<file path="config.mk">
export PLATFORM = sky130hd
export DESIGN_NAME = mimc_hash_feeder
export DESIGN_NICKNAME = d
export VERILOG_FILES = /design/src/rtl/mimc_hash_feeder_pkg.sv /design/src/rtl/mimc_feeder_timer.sv /design/src/rtl/mimc_hash_feeder.sv
export SDC_FILE = /design/constraint.sdc
export NUM_CORES = 1
export LEC_CHECK = 0
export CORE_AREA = 2 2 404 406
export DETAILED_ROUTE_END_ITERATION = 10
export DIE_AREA = 0 0 406 408
export PLACE_DENSITY = 0.34
export SYNTH_ARGS = -nofsm -noshare
export SYNTH_HDL_FRONTEND = slang
export SYNTH_SLANG_ARGS = --single-unit
</file>
<file path="constraint.sdc">
create_clock -name clk -period 2.5 [get_ports clk]
set_input_delay 0.625 -clock clk [delete_from_list [all_inputs] [get_ports clk]]
set_output_delay 0.625 -clock clk [all_outputs]
set_load 0.01 [all_outputs]
</file>
<file path="src/rtl/mimc_hash_feeder_pkg.sv">
// Shared definitions for the MiMC core sequencers.
//   mimc_feeder_state_t : sequencer states of mimc_hash_feeder
//   timer_width()       : counter width able to hold values 0..n-1 (at least 1 bit)
package mimc_hash_feeder_pkg;

    typedef enum logic [2:0] {
        st_idle,
        st_hrst,
        st_issue,
        st_arm,
        st_busy,
        st_next,
        st_out,
        st_drain
    } mimc_feeder_state_t;

    function automatic int unsigned timer_width(int unsigned n);
        return (n <= 2) ? 1 : $clog2(n);
    endfunction

endpackage

</file>
<file path="src/rtl/mimc_feeder_timer.sv">
// Loadable down-counter with an expiry flag.
//   clk, rst      : clock, synchronous active-low reset
//   load, load_val: load the counter (takes priority over dec)
//   dec           : decrement by one, holding at zero
//   expired       : counter is zero
module mimc_feeder_timer #(
    parameter int unsigned WIDTH = 12
) (
    input  logic             clk,
    input  logic             rst,
    input  logic             load,
    input  logic [WIDTH-1:0] load_val,
    input  logic             dec,
    output logic             expired
);

    logic [WIDTH-1:0] cnt_q;

    always_ff @(posedge clk) begin
        if (!rst) begin
            cnt_q <= '0;
        end else if (load) begin
            cnt_q <= load_val;
        end else if (dec && (cnt_q != '0)) begin
            cnt_q <= cnt_q - 1'b1;
        end
    end

    assign expired = (cnt_q == '0);

endmodule

</file>
<file path="src/rtl/mimc_hash_feeder.sv">
// Initiator-side sequencer for one mimc_hash core.
//   s_*        : input stream of field elements (valid/ready, s_last closes a message)
//   m_*        : digest output (valid/ready) with the number of absorbed elements
//   err_timeout: sticky, the core missed its done deadline on some element
//   hash_*     : absorb protocol towards the core (rst/en/in out, out/done in)
module mimc_hash_feeder
    import mimc_hash_feeder_pkg::*;
#(
    parameter int unsigned N_BITS         = 254,
    parameter int unsigned MAX_ELEMS      = 64,
    parameter int unsigned TIMEOUT_CYCLES = 4096
) (
    input  logic                             clk,
    input  logic                             rst,
    input  logic                             s_valid,
    output logic                             s_ready,
    input  logic [N_BITS-1:0]                s_data,
    input  logic                             s_last,
    output logic                             m_valid,
    input  logic                             m_ready,
    output logic [N_BITS-1:0]                m_digest,
    output logic [$clog2(MAX_ELEMS+1)-1:0]   m_count,
    output logic                             err_timeout,
    output logic                             hash_rst,
    output logic                             hash_en,
    output logic [N_BITS-1:0]                hash_in,
    input  logic [N_BITS-1:0]                hash_out,
    input  logic                             hash_done
);

    localparam int unsigned CNT_W = $clog2(MAX_ELEMS + 1);
    localparam int unsigned TMR_W = timer_width(TIMEOUT_CYCLES);

    mimc_feeder_state_t state_q, state_d;

    logic [N_BITS-1:0] hash_in_q;
    logic [N_BITS-1:0] digest_q;
    logic [CNT_W-1:0]  count_q;
    logic              last_q;
    logic              err_q;
    logic              tmo_rst_q;

    logic accept_state;
    logic latch;
    logic done_ok;
    logic tmo_fire;
    logic tmr_expired;

    // Deadline counter: loaded while issuing, so ARM entry corresponds to an
    // elapsed count of 0 and expiry to TIMEOUT_CYCLES-1.
    mimc_feeder_timer #(
        .WIDTH (TMR_W)
    ) u_timer (
        .clk      (clk),
        .rst      (rst),
        .load     (state_q == st_issue),
        .load_val (TMR_W'(TIMEOUT_CYCLES - 1)),
        .dec      ((state_q == st_arm) || (state_q == st_busy)),
        .expired  (tmr_expired)
    );

    assign accept_state = (state_q == st_idle) || (state_q == st_next) ||
                          (state_q == st_drain);
    // Elements seen in DRAIN are consumed but never latched.
    assign latch = s_valid && ((state_q == st_idle) || (state_q == st_next));

    always_comb begin
        state_d  = state_q;
        done_ok  = 1'b0;
        tmo_fire = 1'b0;
        unique case (state_q)
            st_idle:  if (s_valid) state_d = st_hrst;
            st_hrst:  state_d = st_issue;
            st_issue: state_d = st_arm;
            st_arm: begin
                // A done still high from the previous element is stale.
                if (tmr_expired) begin
                    tmo_fire = 1'b1;
                end else if (!hash_done) begin
                    state_d = st_busy;
                end
            end
            st_busy: begin
                if (hash_done) begin
                    done_ok = 1'b1;
                    state_d = last_q ? st_out : st_next;
                end else if (tmr_expired) begin
                    tmo_fire = 1'b1;
                end
            end
            st_next:  if (s_valid) state_d = st_issue;
            st_out:   if (m_ready) state_d = st_idle;
            st_drain: if (s_valid && s_last) state_d = st_idle;
            default:  state_d = st_idle;
        endcase
        if (tmo_fire) begin
            state_d = last_q ? st_idle : st_drain;
        end
    end

    always_ff @(posedge clk) begin
        if (!rst) begin
            state_q   <= st_idle;
            hash_in_q <= '0;
            digest_q  <= '0;
            count_q   <= '0;
            last_q    <= 1'b0;
            err_q     <= 1'b0;
            tmo_rst_q <= 1'b0;
        end else begin
            state_q   <= state_d;
            tmo_rst_q <= tmo_fire;
            if (latch) begin
                hash_in_q <= s_data;
                last_q    <= s_last;
            end
            if (done_ok && (count_q != CNT_W'(MAX_ELEMS))) begin
                count_q <= count_q + 1'b1;
            end
            if (done_ok && last_q) begin
                digest_q <= hash_out;
            end
            if (tmo_fire || ((state_q == st_out) && m_ready)) begin
                count_q <= '0;
            end
            if (tmo_fire) begin
                err_q <= 1'b1;
            end
        end
    end

    assign s_ready     = rst && accept_state;
    assign m_valid     = (state_q == st_out);
    assign m_digest    = digest_q;
    assign m_count     = count_q;
    assign err_timeout = err_q;
    // Timeout reset is registered so no combinational path runs from
    // hash_done back into hash_rst.
    assign hash_rst    = !rst || (state_q == st_hrst) || tmo_rst_q;
    assign hash_en     = (state_q == st_issue);
    assign hash_in     = hash_in_q;

endmodule

</file>
# Word level (Yosys, flattened, before mapping)

Index checks and enable logic that the tools add are counted.
Widths: inputs -> output; s select.

Word-level logic and storage cells: 64
Bits in registers: 533
Output and inout bits: 520
Memory bits (read-only): 0
Latch bits: 0
Input port bits: 514
Memories kept: 0
Bits in writable memories: 0

Shift operators: 0
Div/mod/pow operators: 0
Bitwise operators: 1
Order comparisons: 0
Reduce and logical (&&, ||, !) cells: 20
Multiplexer cells: 18
Add/sub/neg operators: 2
Multiply operators: 0
Eq/ne operators: 15

Operator list:

| kind                  | count |
|---|---|
| $mux 3                | 9 |
| $mux 12               | 2 |
| $pmux 3 s8            | 1 |
| $ne 3x3->1 const B    | 5 |
| $eq 3x3->1 const B    | 4 |
| $logic_not 12->1      | 1 |
| $reduce_bool 12->1    | 1 |
| $sub 12x1->12 const B | 1 |
| $add 7x1->7 const B   | 1 |
| $logic_and 1x1->1     | 7 |
| $ne 7x7->1 const B    | 1 |
| $reduce_and 7->1      | 1 |
| $eq 3x2->1 const B    | 2 |
| $logic_or 1x1->1      | 6 |
| $mux 1                | 4 |
| $eq 3x1->1 const B    | 1 |
| $logic_not 3->1       | 1 |
| $ne 3x1->1 const B    | 1 |
| $ne 3x2->1 const B    | 1 |
| $mux 2                | 1 |
| $pmux 1 s2            | 1 |
| $reduce_bool 2->1     | 1 |
| $reduce_or 2->1       | 1 |
| $logic_not 1->1       | 1 |
| $not 1->1             | 1 |

# Logic depth before layout (Yosys ltp)

Depth after elaboration: 6
Gate-level depth with buffers: 8
Mapped depth without buffers: 6

# Hierarchy

A second synthesis with hierarchy kept.

Cell total of the unflattened synthesis: 2396
Area total of the unflattened synthesis: 18869.3 sq um

By module, submodules not included:

| module            | cells each | times used | sequential area each (sq um) | area each (sq um) |
|---|---|---|---|---|
| mimc_hash_feeder  | 2307       | 1          | 10430.0                      | 18138.6 |
| mimc_feeder_timer | 89         | 1          | 240.2                        | 730.7 |

# Worst setup path before layout

Ideal clock, no wire load.

Kind: input to output
Start point: input rst
End point: output s_ready
Path slack: 0.519 ns
Cell stages on the path: 4
Arrival time: 1.356 ns
Path buffers: 2
Required time: 1.875 ns
Cell sequence: inv_2 -> clkbuf_1 -> clkbuf_1 -> nor2_1

Word-level cells in the longest chain between the ends: 1

Ends and longest elaborated chain:

| what              | line                    | RTL |
|---|---|---|
| start, declared   | mimc_hash_feeder.sv:14  | `input logic rst,` |
| $logic_and 1x1->1 | mimc_hash_feeder.sv:132 | `assign s_ready = rst && accept_state;` |
| end, declared     | mimc_hash_feeder.sv:16  | `output logic s_ready,` |

No other way between the ends.

# Worst setup path in the final report

Start point: register state_q[0]
End point: output hash_rst

Word-level cells in the longest chain between the ends: 3

Ends and longest elaborated chain:

| what                          | line                    | RTL |
|---|---|---|
| start, declared               | mimc_hash_feeder.sv:34  | `mimc_feeder_state_t state_q, state_d;` |
| start signal, assigned        | mimc_hash_feeder.sv:103 | `state_q <= st_idle;` |
| start signal, assigned        | mimc_hash_feeder.sv:111 | `state_q <= state_d;` |
| $eq 3x1->1                    | mimc_hash_feeder.sv:139 | `assign hash_rst = !rst \|\| (state_q == st_hrst) \|\| tmo_rst_q;` |
| $logic_or 1x1->1 (2 in a row) | mimc_hash_feeder.sv:139 |  |
| end, declared                 | mimc_hash_feeder.sv:24  | `output logic hash_rst,` |

No other way between the ends.

==> out/metrics.yaml <==
cts_buffer_depth: 3
synth_fa_ha_area_share_pct: 0.267
synthDistinctLibCells: 56
setup_viol: 0
synth-compound-area-share_pct: 15.7
async_flop_share_pct: 0
clock_skew_ns: 0.0274
end_kind: "primary output"
tightestPinTransition_ns: 1.07
port_buffers: 1033
ant_nets: 0
num_rows: 148
cts_tree: "built"
finalHoldViolCount: 0
first_iter_violations: 943
synth.avg_cell_area_sq_um: 7.90
rsz0062_at_grt: "true"
timing.hold.ws_ns: 0.450
syn2layout_area_growth_pct: 84.4
die_y_microns: 408
die_area_sq_mm: 0.166
hp-class: "register to register"
dr_wl_met3_microns: 8910
ctsHoldBuffers: 0
drv_slew: 0
synth-edff-count: 0
top_layer: "met5"
max_freq_mhz: 419
synth-simple-area-share_pct: 22.4
wl_met1_microns: 41600
synth_top_area_share_pct: 57.0
seq_area_sq_mm: 0.0107
ctsRootBufferMaster: "clkbuf_16"
die_w_microns: 406
dp_hpwl_microns: 79000
wirelength_microns: 105000
critPathKind: "register to primary output"
cts_max_level: 3
synth_top_area_cell: "dfxtp_1"
synthCells: 2370
grt_pass1_vias: 19400
fin_area_sq_mm: 0.0345
power_density_mw_per_mm2: 843
drive_gt1_share_pct: 6.43
synthTopCellsByArea: "dfxtp_1, nand2_1, a21oi_1"
drv_cap: 0
synth.net_count: 2888
vdd_drop_max_mv: 0.743
antenna_found_initial: 23
ys_seq_elements: 533
multiInputGateArea_sq_mm: 0.00731
fillers: 18000
ios: 1034
status: "finished clean"
gp_congestion: 0.810
drcViolationCount: 0
track_usage_pct: 12.1
nNetsFinal: 3899
fin_crit_sh_pct: 95.4
fp.coreArea_sq_mm: 0.162
fin_crit_ns: 2.39
relSlewSlack_pct: 28.4
yosysWarnings: 0
synth_area_sq_mm: 0.0187
dr_wl_met2_microns: 51800
path_max_fanout: 5
final_common_cell: "clkdlybuf4s50_1"
finalPower_mw: 29.1
grt_pass1_wl_microns: 145000
muxShareOfSynthArea_pct: 0.167
via_per_inst: 3.51
initial_core_util_pct: 11.6
dpl_cell_area_sq_mm: 0.0320
synth_top_flop_cell: "dfxtp_1"
cts_sinks: 533
synth_xor_xnor_area_share_pct: 0.327
worst-endpoint-arrival_ns: 1.76
clkTransAtPathRegs_ns: 0.05
p_leak_nw: 11.5
cp-start-kind: "register"
wl_per_cell_microns: 18.7
synth_seq_area_share_pct: 57.0
synth_top_family_by_area: "simple AND/OR/NAND/NOR gates"
first_pass_iters: 4
cp_data_required_time_ns: 1.88
grt_max_degree: 158
grt-ovfl-total: 0
vias: 19700
final_cell_mix: "clkdlybuf4s50_1, nand2_1, dfxtp_1"
clk_latency_ns: 0.67
numCtsBuffers: 77
[where the power goes]
group / switching (mW) / total [mW] / internal [mW]
sequential: 0.536 / 10.0 / 9.46
clock: 4.51 / 11.2 / 6.66
combinational: 4.27 / 7.95 / 3.68
total: 9.32 / 29.1 / 19.8
[sequential cells by signal, indices dropped and copies added (netlist names)]
signal / flops
m_digest: 254
hash_in: 254
err_timeout: 1
u_timer.cnt_q: 12
tmo_rst_q: 1
state_q: 3
last_q: 1
m_count: 7
[per-layer routing]
metal,vias to the layer above,GRT usage [%]
li1,9746,-
met1,9181,13.6
met2,642,20.9
met3,147,4.38
met4,16,4.51
met5,-,0
[metrics by stage]
stage,std cells,setup TNS (ns),setup WS (ns),util (%)
global placement,5477,-13.92,-0.449,19.8
detailed placement,5477,-14.48,-0.444,19.8
finish,5620,0,0.115,21.4
global route,5620,-0.0145,-0.0145,21.4
CTS,5614,0,0.00180,21.4
floorplan,2370,0,0.519,-
[area by class of cell]
cell class | instances | area share [%]
Inverter | 8 | 0.109
Sequential cell | 533 | 30.9
Antenna cell | 6 | 0.0435
Timing Repair Buffer | 1110 | 32.5
Clock buffer | 113 | 6.50
Tap cell | 2175 | 7.88
Clock inverter | 24 | 0.880
Multi-Input combinational cell | 1651 | 21.2
[critical path, stage by stage (launching register included)]
cell and delay [ns]:
dfxtp_2 0.33, nor3b_1 0.15, buf_4 0.15, or3_4 0.35, buf_6 0.13
[repair_timing]
item | CTS | global route
setup endpoints to repair | 8 | 2
gates resized for setup | 22 | 1
buffers inserted | 0 | 0
[worst paths after layout]
path | startpoint | cells after the start | end | slack (ns)
worst min register to register | hash_in[173] | 2 | hash_in[173] | 0.45
worst min-delay path | hash_in[173] | 2 | hash_in[173] | 0.45
worst max-delay path | state_q[0] | 4 | hash_rst | 0.11
worst max register to register | u_timer.cnt_q[0] | 6 | state_q[1] | 0.43
[cells in the mapped netlist, types with 2 or more instances]
cell type  instances
nand2_1         1026
dfxtp_1          533
a21oi_1          514
clkbuf_1         123
buf_2             38
nor2_1            18
buf_1             13
o31a_1             9
inv_1              7
nor3_1             7
nor4_1             7
xnor2_1            7
a311oi_1           5
a211oi_1           4
ha_1               4
nand3b_1           3
o21a_1             3
a21o_1             2
and3b_1            2
mux2i_1            2
nand3_1            2
nor3b_1            2
nor4b_1            2
o31a_2             2
or2_2              2
or3_1              2
or4_1              2
[logic make-up after synthesis]
logic type | count (synthesis)
and+or+nand+nor | 1083
AOI/OAI and AO/OA | 554
DFF | 533
buffers and inverters | 186
xor gates and xnor gates | 7
adders and majority gates | 4
muxes | 3
Power figures use the tool's default switching activity.
